## src/rtl/cmos_frame_capture.sv

```systemverilog
// OV7670-style byte stream to RGB565 pixel writer for the frame buffer.
// Define CAP_TEST_PATTERN_EN to replace camera pixels with colour bars.
module cmos_frame_capture #(
  parameter int H_PIXELS    = 1024,
  parameter int V_LINES     = 768,
  parameter int SKIP_FRAMES = 10
) (
  input  logic        clk,
  input  logic        rst,
  input  logic        sdram_init_done,
  input  logic        cmos_vsync,
  input  logic        cmos_href,
  input  logic [7:0]  cmos_data,
  output logic        sys_we,
  output logic [15:0] sys_data_in,
  output logic        frame_valid,
  output logic        frame_done,
  output logic        line_err,
  output logic [15:0] frame_cnt
);

  localparam int PW = $clog2(H_PIXELS + 2);
  localparam int LW = $clog2(V_LINES + 2);
  localparam int SW = $clog2(SKIP_FRAMES + 2);

  localparam logic [PW-1:0] H_N    = PW'(H_PIXELS);
  localparam logic [PW-1:0] H_SAT  = PW'(H_PIXELS + 1);
  localparam logic [LW-1:0] V_N    = LW'(V_LINES);
  localparam logic [LW-1:0] V_SAT  = LW'(V_LINES + 1);
  localparam logic [SW-1:0] SKIP_N = SW'(SKIP_FRAMES);

  typedef enum logic [1:0] {
    S_IDLE,
    S_SKIP,
    S_WAIT,
    S_CAP
  } state_t;

  state_t        state_q, state_d;
  logic          vs_r_q, vs_r_d;
  logic          hr_r_q, hr_r_d;
  logic [7:0]    d_r_q, d_r_d;
  logic          vs_p_q, vs_p_d;
  logic          hr_p_q, hr_p_d;
  logic [SW-1:0] skip_q, skip_d;
  logic [PW-1:0] pix_q, pix_d;
  logic [LW-1:0] line_q, line_d;
  logic          phase_q, phase_d;
  logic [7:0]    hi_q, hi_d;
  logic          we_q, we_d;
  logic [15:0]   data_q, data_d;
  logic          fv_q, fv_d;
  logic          done_q, done_d;
  logic          err_q, err_d;
  logic [15:0]   fcnt_q, fcnt_d;

  logic          vs_rise, vs_fall;
  logic          hr_fall, byte_ok;
  logic [15:0]   pixel;

  assign vs_rise = vs_r_q & ~vs_p_q;
  assign vs_fall = ~vs_r_q & vs_p_q;
  // Line activity only counts outside vertical blanking.
  assign hr_fall = hr_p_q & ~hr_r_q & ~vs_r_q;
  assign byte_ok = hr_r_q & ~vs_r_q;

`ifdef CAP_TEST_PATTERN_EN
  logic [2:0] bar;

  always_comb begin
    bar = 3'd0;
    for (int b = 1; b < 8; b++) begin
      if (int'(pix_q) >= (b * H_PIXELS) / 8) begin
        bar = 3'(b);
      end
    end
    unique case (bar)
      3'd0: pixel = 16'hFFFF;
      3'd1: pixel = 16'hFFE0;
      3'd2: pixel = 16'h07FF;
      3'd3: pixel = 16'h07E0;
      3'd4: pixel = 16'hF81F;
      3'd5: pixel = 16'hF800;
      3'd6: pixel = 16'h001F;
      default: pixel = 16'h0000;
    endcase
  end
`else
  assign pixel = {hi_q, d_r_q};
`endif

  always_comb begin
    vs_r_d  = cmos_vsync;
    hr_r_d  = cmos_href;
    d_r_d   = cmos_data;
    vs_p_d  = vs_r_q;
    hr_p_d  = hr_r_q;
    state_d = state_q;
    skip_d  = skip_q;
    pix_d   = pix_q;
    line_d  = line_q;
    phase_d = phase_q;
    hi_d    = hi_q;
    we_d    = 1'b0;
    data_d  = data_q;
    fv_d    = fv_q;
    done_d  = 1'b0;
    err_d   = err_q;
    fcnt_d  = fcnt_q;

    unique case (state_q)
      S_IDLE: begin
        if (sdram_init_done) begin
          state_d = S_SKIP;
          skip_d  = '0;
        end
      end
      S_SKIP: begin
        if (skip_q == SKIP_N) begin
          state_d = S_WAIT;
        end else if (vs_rise) begin
          skip_d = skip_q + SW'(1);
        end
      end
      S_WAIT: begin
        if (vs_fall) begin
          state_d = S_CAP;
          pix_d   = '0;
          line_d  = '0;
          phase_d = 1'b0;
          err_d   = 1'b0;
          fv_d    = 1'b1;
        end
      end
      S_CAP: begin
        if (vs_rise) begin
          if (line_q != V_N) err_d = 1'b1;
          fv_d    = 1'b0;
          done_d  = 1'b1;
          fcnt_d  = fcnt_q + 16'd1;
          phase_d = 1'b0;
          state_d = S_WAIT;
        end else if (hr_fall) begin
          if (pix_q != H_N) err_d = 1'b1;
          if (line_q != V_SAT) line_d = line_q + LW'(1);
          pix_d   = '0;
          phase_d = 1'b0;
        end else if (byte_ok) begin
          if (!phase_q) begin
            hi_d    = d_r_q;
            phase_d = 1'b1;
          end else begin
            phase_d = 1'b0;
            if (pix_q < H_N && line_q < V_N) begin
              we_d   = 1'b1;
              data_d = pixel;
            end
            if (pix_q != H_SAT) pix_d = pix_q + PW'(1);
          end
        end
      end
    endcase

    // Losing the frame buffer aborts any capture in flight.
    if (!sdram_init_done) begin
      state_d = S_IDLE;
      fv_d    = 1'b0;
      we_d    = 1'b0;
      done_d  = 1'b0;
      phase_d = 1'b0;
    end
  end

  always_ff @(posedge clk) begin
    if (rst) begin
      state_q <= S_IDLE;
      vs_r_q  <= 1'b0;
      hr_r_q  <= 1'b0;
      d_r_q   <= '0;
      vs_p_q  <= 1'b0;
      hr_p_q  <= 1'b0;
      skip_q  <= '0;
      pix_q   <= '0;
      line_q  <= '0;
      phase_q <= 1'b0;
      hi_q    <= '0;
      we_q    <= 1'b0;
      data_q  <= '0;
      fv_q    <= 1'b0;
      done_q  <= 1'b0;
      err_q   <= 1'b0;
      fcnt_q  <= '0;
    end else begin
      state_q <= state_d;
      vs_r_q  <= vs_r_d;
      hr_r_q  <= hr_r_d;
      d_r_q   <= d_r_d;
      vs_p_q  <= vs_p_d;
      hr_p_q  <= hr_p_d;
      skip_q  <= skip_d;
      pix_q   <= pix_d;
      line_q  <= line_d;
      phase_q <= phase_d;
      hi_q    <= hi_d;
      we_q    <= we_d;
      data_q  <= data_d;
      fv_q    <= fv_d;
      done_q  <= done_d;
      err_q   <= err_d;
      fcnt_q  <= fcnt_d;
    end
  end

  assign sys_we      = we_q;
  assign sys_data_in = data_q;
  assign frame_valid = fv_q;
  assign frame_done  = done_q;
  assign line_err    = err_q;
  assign frame_cnt   = fcnt_q;

endmodule

```

## config.mk

```make
export PLATFORM = sky130hd
export DESIGN_NAME = cmos_frame_capture
export DESIGN_NICKNAME = d
export VERILOG_FILES = /design/src/rtl/cmos_frame_capture.sv
export SDC_FILE = /design/constraint.sdc
export NUM_CORES = 1
export LEC_CHECK = 0
export CAP_MARGIN = 15
export CORE_MARGIN = 2
export CORE_UTILIZATION = 35
export DETAILED_ROUTE_END_ITERATION = 6
export GPL_TIMING_DRIVEN = 0
export SLEW_MARGIN = 10
export SYNTH_ARGS = -nofsm -noshare
export SYNTH_HDL_FRONTEND = slang
export SYNTH_SLANG_ARGS = --single-unit
```

## constraint.sdc

```tcl
create_clock -name clk -period 4.4 [get_ports clk]
set_input_delay 0.44 -clock clk [delete_from_list [all_inputs] [get_ports clk]]
set_output_delay 0.44 -clock clk [all_outputs]
set_load 0.05 [all_outputs]
```

==> run_results.csv, run 1 <==
group,metric,value,unit
logic_synthesis,synth_commonest_cells,"dfxtp_1 (84), nor2_1 (59), a21oi_1 (27), mux2i_1 (25), nand2_1 (22)",
floorplanning,io_pins,49,
detailed_routing,drc_errors,0,
global_routing,grt_first_pass_wirelength,13.7,mm
sta,fin_skew,13.9,ps
sta,timing.final.crit_share,0.491,
pwr,p_comb_frac,0.033,
clocking,cts_buffers,9,
sta,hold_viol_final,0,
pwr,seqPwrFrac,0.531,
setup_path,end_kind,"register",
setup_path,cp.required,4640,ps
place,place_congestion,0.797,
pwr,max-vdd-ir-drop,0.000173,V
pwr,switchingPower,0.336,mW
place,post-place-ws,2260,ps
hold_path,min_to,"line_q[7]",
pwr,power_density,308,nW/um^2
logic_synthesis,synth_seq_cells,84,
setup_path,reg2reg_from,"pix_q[0]",
detailed_routing,wl,8.37,mm
hold_path,min_path_type,"input pin to register",
sta,tightest_slew,695,ps
clocking,clockBufferDepth,2,
final_layout,final_nets,501,
place,io_buffer_count,47,
global_routing,grt_use_total,0.146,
clocking,cts_setup_buffers,0,
logic_synthesis,synthDistinctLibCells,52,
logic_synthesis,synth_xor_area_frac,0.0320,
pwr,power_frac_clock,0.436,
logic_synthesis,synthSimpleGateAreaFrac,0.257,
floorplanning,die_h,109,um
clocking,clk_latency,360,ps
logic_synthesis,yosysTopAreaCell,"dfxtp_1",
floorplanning,start_util,0.357,
final_layout,n_fill_cell,1085,
pwr,power.total,1.45,mW
sta,setup_tns,0,ps
logic_synthesis,ys_seq_area_frac,0.439,
place,hpwl,5.98,mm
setup_path,reg2reg_depth,7,
floorplanning,die_x,109,um
logic_synthesis,synthMuxAreaShare,0.0653,
pwr,p_leak,1.69,nW
clocking,cts_tree,"built",
outcome,outcome,"complete, no violations",
floorplanning,dieArea,11800,um^2
sta,fin_ws,2240,ps
sta,fin_crit,2160,ps
detailed_routing,vias,3150,
logic_synthesis,synth_fa_ha_area_frac,0.0294,
logic_synthesis,syn_area_per_cell,9.10,um^2
setup_path,critPathMaxFanout,7,
logic_synthesis,yosys_warnings,0,
logic_synthesis,yosysMostFrequentCell,"dfxtp_1",
logic_synthesis,synth_top_family_by_area,"simple AND/OR/NAND/NOR gates",
logic_synthesis,synth_cells,421,
logic_synthesis,synth_ff_type,"dfxtp_1",
logic_synthesis,syn-num-nets,443,
pwr,p_int,1.12,mW
global_routing,grt_pass1_vias,2853,
run,maxCapViolations,0,
pwr,switching_share,0.232,
sta,slew_violations,0,
floorplanning,num_rows,38,
logic_synthesis,synth_edf_count,0,
detailed_routing,dr.first_iter.drc_count,147,
setup_path,startpoint_type,"register",
clocking,cts_hold_buf,0,
final_layout,antennaDiodeCount,0,
clocking,clock_sinks,84,
detailed_routing,ant_nets,0,
hold_path,worstHoldStart,"rst",
final_layout,post-route-util,0.438,
sta,max_slew_margin,0.530,
sta,fmax,463,MHz
clocking,clock-root-buffer,"clkbuf_8",
logic_synthesis,ys_top_cells_by_area,"dfxtp_1 (44%), mux2i_1 (6.5%), nor2_1 (5.8%), a21oi_1 (3.5%), ha_1 (2.9%)",
global_routing,antenna_found_initial,0,
clocking,htreeDepth,3,
setup_path,cp.arrival,2400,ps
logic_synthesis,yosysTopAreaCellShare,0.439,
floorplanning,coreArea,10700,um^2
final_layout,syn2layout_area_growth,22.9,%
sta,finalSetupViolations,0,
setup_path,r2r-end,"pix_q[5]",
sta,rsz0062_at_grt,"no",
logic_synthesis,synthArstFlopShare,0,
detailed_routing,drtPass1Iterations,4,
hold_path,whs_path_depth,4,
detailed_routing,wl_per_cell,13.4,um
clocking,cts_resized,0,
logic_synthesis,netlist_area,3830,um^2
logic_synthesis,synth_compound_area_frac,0.128,
global_routing,grt-ovfl-total,0,
clocking,path_clk_slew,90,ps
setup_path,r2r_setup_slack,2240,ps
detailed_routing,via_per_inst,5.05,
global_routing,grt_max_degree,17,
final_layout,drive_gt1_frac,0.116,
setup_path,worst-setup-path-type,"register to register",
==> cell type report <==
cell class,instances,area (um^2),share of cell area
Multi-Input combinational cell,307,1960,0.416
Sequential cell,84,1680,0.357
Timing Repair Buffer,47,470,0.0999
Tap cell,140,175,0.0372
Buffer,20,154,0.0327
Clock buffer,9,124,0.0263
Clock inverter,7,108,0.0228
Inverter,10,37.5,0.00797
==> flip-flops by register name (all words and copies together), names as in the netlist, 2 cells and up <==
name	cells
sys_data_in	16
line_q	10
skip_q	4
d_r_q	8
pix_q	11
state_q	2
hi_q	8
frame_cnt	16
==> cell usage in the layout, fill, tap and decap left out, drive strengths merged, types with 12 or more instances in the layout <==
master	instances
inv	12
clkdlybuf4s50	47
nand2	22
nand3	19
nor2	61
clkbuf	21
nor2b	16
nor3	12
dfxtp	84
a21oi	33
mux2i	25
o21ai	28
==> stage by stage <==
step                      hold slack, ps  area (um^2)  std cells
after floorplan                      457         3830        421
after global placement               470         4480        608
after detailed placement             485         4480        608
after CTS                            401         4710        624
after global routing                 425         4710        624
final                                419         4710        624
==> per-layer routing <==
| metal | track usage | share of wire | up-vias |
|---|---|---|---|
| li1 | - | - | 1603 |
| met1 | 0.193 | 0.48 | 1480 |
| met2 | 0.234 | 0.47 | 53 |
| met3 | 0.0353 | 0.035 | 14 |
| met4 | 0.0513 | 0.017 | 0 |
| met5 | 0 | 0 | - |
==> worst max-delay path, cell delays in order (launching register included) <==
cell and delay [ps]:
dfxtp_1 440, ha_1 170, or4bb_1 460, or4_4 450
and3_1 210, buf_6 130, nand4b_1 120, a21oi_2 60
==> power by group through the flow <==
stage | clock network [mW] | registers (mW) | logic, mW
after floorplan | 0 | 0.787 | 0.0292
after global placement | 0 | 0.789 | 0.0488
after detailed placement | 0 | 0.789 | 0.0487
after CTS | 0.655 | 0.771 | 0.0486
after global routing | 0.677 | 0.772 | 0.0531
final | 0.633 | 0.771 | 0.0479
==> worst max-delay path by stage <==
stage                     startpoint             end  slack (ps)  depth (start not counted)
after CTS                   pix_q[0]        pix_q[5]        2250                          7
final                       pix_q[0]        pix_q[5]        2240                          7
after detailed placement      vs_p_d  sys_data_in[7]        2260                          8
after floorplan             pix_q[0]        pix_q[2]        2370                          7
after global placement    state_q[0]   frame_cnt[15]        2240                          7
after global routing        pix_q[0]       pix_q[10]        2050                          6
==> cells by family (layout without fill, tap and decap cells) <==
group                    after synthesis  in the layout
flip-flops                            84             84
multiplexers                          25             25
AO/OA/AOI/OAI                         78             78
buffers and inverters                 30             93
adder cells (fa/ha/maj)                9              9
XOR/XNOR                              14             14
AND/OR/NAND/NOR                      181            181
No activity file was read; power rests on OpenSTA's default activity.
==> inputs of run 2 (changes only) <==
==> constraint.sdc (replaced) <==
create_clock -name clk -period 2 [get_ports clk]
set_input_delay 0.2 -clock clk [delete_from_list [all_inputs] [get_ports clk]]
set_output_delay 0.2 -clock clk [all_outputs]
set_load 0.05 [all_outputs]
==> run_results.csv, run 2 (synthesis gave the netlist of run 1 again) <==
group,metric,value,unit
outcome,outcome,"finished, violations left",
outcome,violations,"negative setup slack",
clocking,cts_buffers,9,
clocking,clock-root-buffer,"clkbuf_8",
sta,fin_ws,-25.3,ps
detailed_routing,drc_errors,0,
clocking,htreeDepth,3,
detailed_routing,vias,3211,
setup_path,worstPathCellList,"or4_4 -> or4_4 -> nand3_4 -> clkbuf_16 -> o21ai_1 -> a21oi_1",
sta,tightest_slew,593,ps
detailed_routing,dr_wl_met3,275,um
sta,fin_skew,7.82,ps
run,maxCapViolations,0,
floorplanning,coreArea,10700,um^2
pwr,power_density,629,nW/um^2
sta,max_slew_margin,0.604,
setup_path,startpoint_type,"register",
final_layout,antennaDiodeCount,0,
setup_path,cp.arrival,2320,ps
detailed_routing,dr.first_iter.drc_count,176,
floorplanning,dieArea,11800,um^2
final_layout,syn2layout_area_growth,29.3,%
final_layout,final_common_cell,"dfxtp_1",
floorplanning,die_h,109,um
final_layout,mostFrequentLayoutCells,"dfxtp_1 (77), nor2_1 (59), clkdlybuf4s50_1 (47)",
detailed_routing,ant_nets,0,
sta,hold_viol_final,0,
place,hpwl,6.18,mm
sta,slew_violations,0,
setup_path,cp_slowest_cell,"or4_4",
global_routing,grt_use_total,0.157,
detailed_routing,wl_met1,4.25,mm
detailed_routing,wl_per_cell,14.2,um
setup_path,worstSetupStartpoint,"pix_q[3]",
global_routing,grt_max_degree,18,
sta,finalSetupViolations,7,
place,io_buffer_count,47,
sta,rsz0062_at_grt,"yes",
final_layout,final_nets,515,
detailed_routing,highest_layer,"met4",
global_routing,grt_first_pass_wirelength,14.7,mm
setup_path,critPathMaxFanout,7,
hold_path,worstHoldStart,"rst",
clocking,cts_tree,"built",
setup_path,worst-setup-path-type,"register to register",
detailed_routing,wl_met2,4.46,mm
sta,fmax,494,MHz
clocking,clk_latency,360,ps
clocking,clockBufferDepth,2,
floorplanning,die_x,109,um
final_layout,post-route-util,0.461,
global_routing,grt_pass1_vias,3056,
clocking,path_clk_slew,100,ps
final_layout,final_cells,638,
sta,timing.final.crit_share,1.01,
setup_path,cp.required,2290,ps
setup_path,end_kind,"register",
pwr,p_leak,1.80,nW
clocking,clock_sinks,84,
setup_path,cp_slowest_stage_delay,540,ps
setup_path,crit_path_frequent_cell,"or4_4",
pwr,max-vdd-ir-drop,0.000331,V
place,placed_cells,608,
clocking,cts_hold_buf,0,
floorplanning,start_util,0.357,
final_layout,drive_gt1_frac,0.181,
global_routing,antenna_found_initial,0,
sta,fin_crit,2030,ps
global_routing,grt-ovfl-total,0,
floorplanning,io_pins,49,
sta,whs,170,ps
detailed_routing,wl,9.08,mm
hold_path,min_path_type,"input pin to register",
place,place_congestion,0.808,
floorplanning,num_rows,38,
setup_path,reg2reg_from,"pix_q[3]",
detailed_routing,drtPass1Iterations,4,
detailed_routing,via_per_inst,5.03,
## run 2: changes by cell type in the layout (fill, tap and decap cells not counted), sizes merged
cell,before,now
clkinv,3,1
bufinv,2,1
buf,8,20
clkinvlp,0,2
nand3,19,20
inv,12,13
clkbuf,21,22
## run 2: final timing paths
| path | slack, ps | end | cells after the start |
|---|---|---|---|
| max reg2reg | -30 | line_q[1] | 6 |
| min reg2reg | 500 | pix_q[3] | 2 |
| max | -30 | line_q[1] | 6 |
| min | 170 | line_q[7] | 4 |
## run 2: layout make-up
class                           instances  area, um^2
Timing Repair Buffer                   62         618
Multi-Input combinational cell        308        2050
Tap cell                              140         175
Clock buffer                            9         124
Buffer                                 18         149
Clock inverter                          7        95.1
Fill cell                            1067        5790
Sequential cell                        84        1700
Inverter                               10        40.0
## run 2: metrics by stage
stage / power (mW) / instance area (um^2) / setup WS [ps] / setup TNS (ps)
after floorplan: 1.80 / 3840 / 36.8 / 0
after global placement: 1.84 / 4490 / -162 / -2660
after detailed placement: 1.84 / 4490 / -141 / -2930
after CTS: 3.17 / 4820 / -6.30 / -6.30
after global routing: 3.23 / 4950 / -99.9 / -1160
final: 3.12 / 4950 / -25.3 / -113
## run 2: metal layers
layer / vias up / GRT usage
li1: 1624 / -
met1: 1535 / 0.205
met2: 45 / 0.258
met3: 7 / 0.0329
met4: 0 / 0.0495
met5: - / 0
## run 2: worst max-delay path, delay by kind of cell (launching register included)
family	cells	cell delay [ps]
and+or+nand+nor	3	1220
buffers and inverters	1	180
DFF	1	350
AOI/OAI and AO/OA	2	190
## run 2: report_power, final
group          switching [mW]  internal [mW]  total (mW)
combinational          0.0627         0.0480       0.111
sequential             0.0116           1.68        1.69
clock                   0.701          0.613        1.31
## run 2: what timing repair did
action	in CTS	in global routing
buffers inserted	10	3
resized for setup	11	22
pin swaps	6	6
setup endpoints to repair	34	28
cloned	1	2
endpoints found under the hold margin	0	0
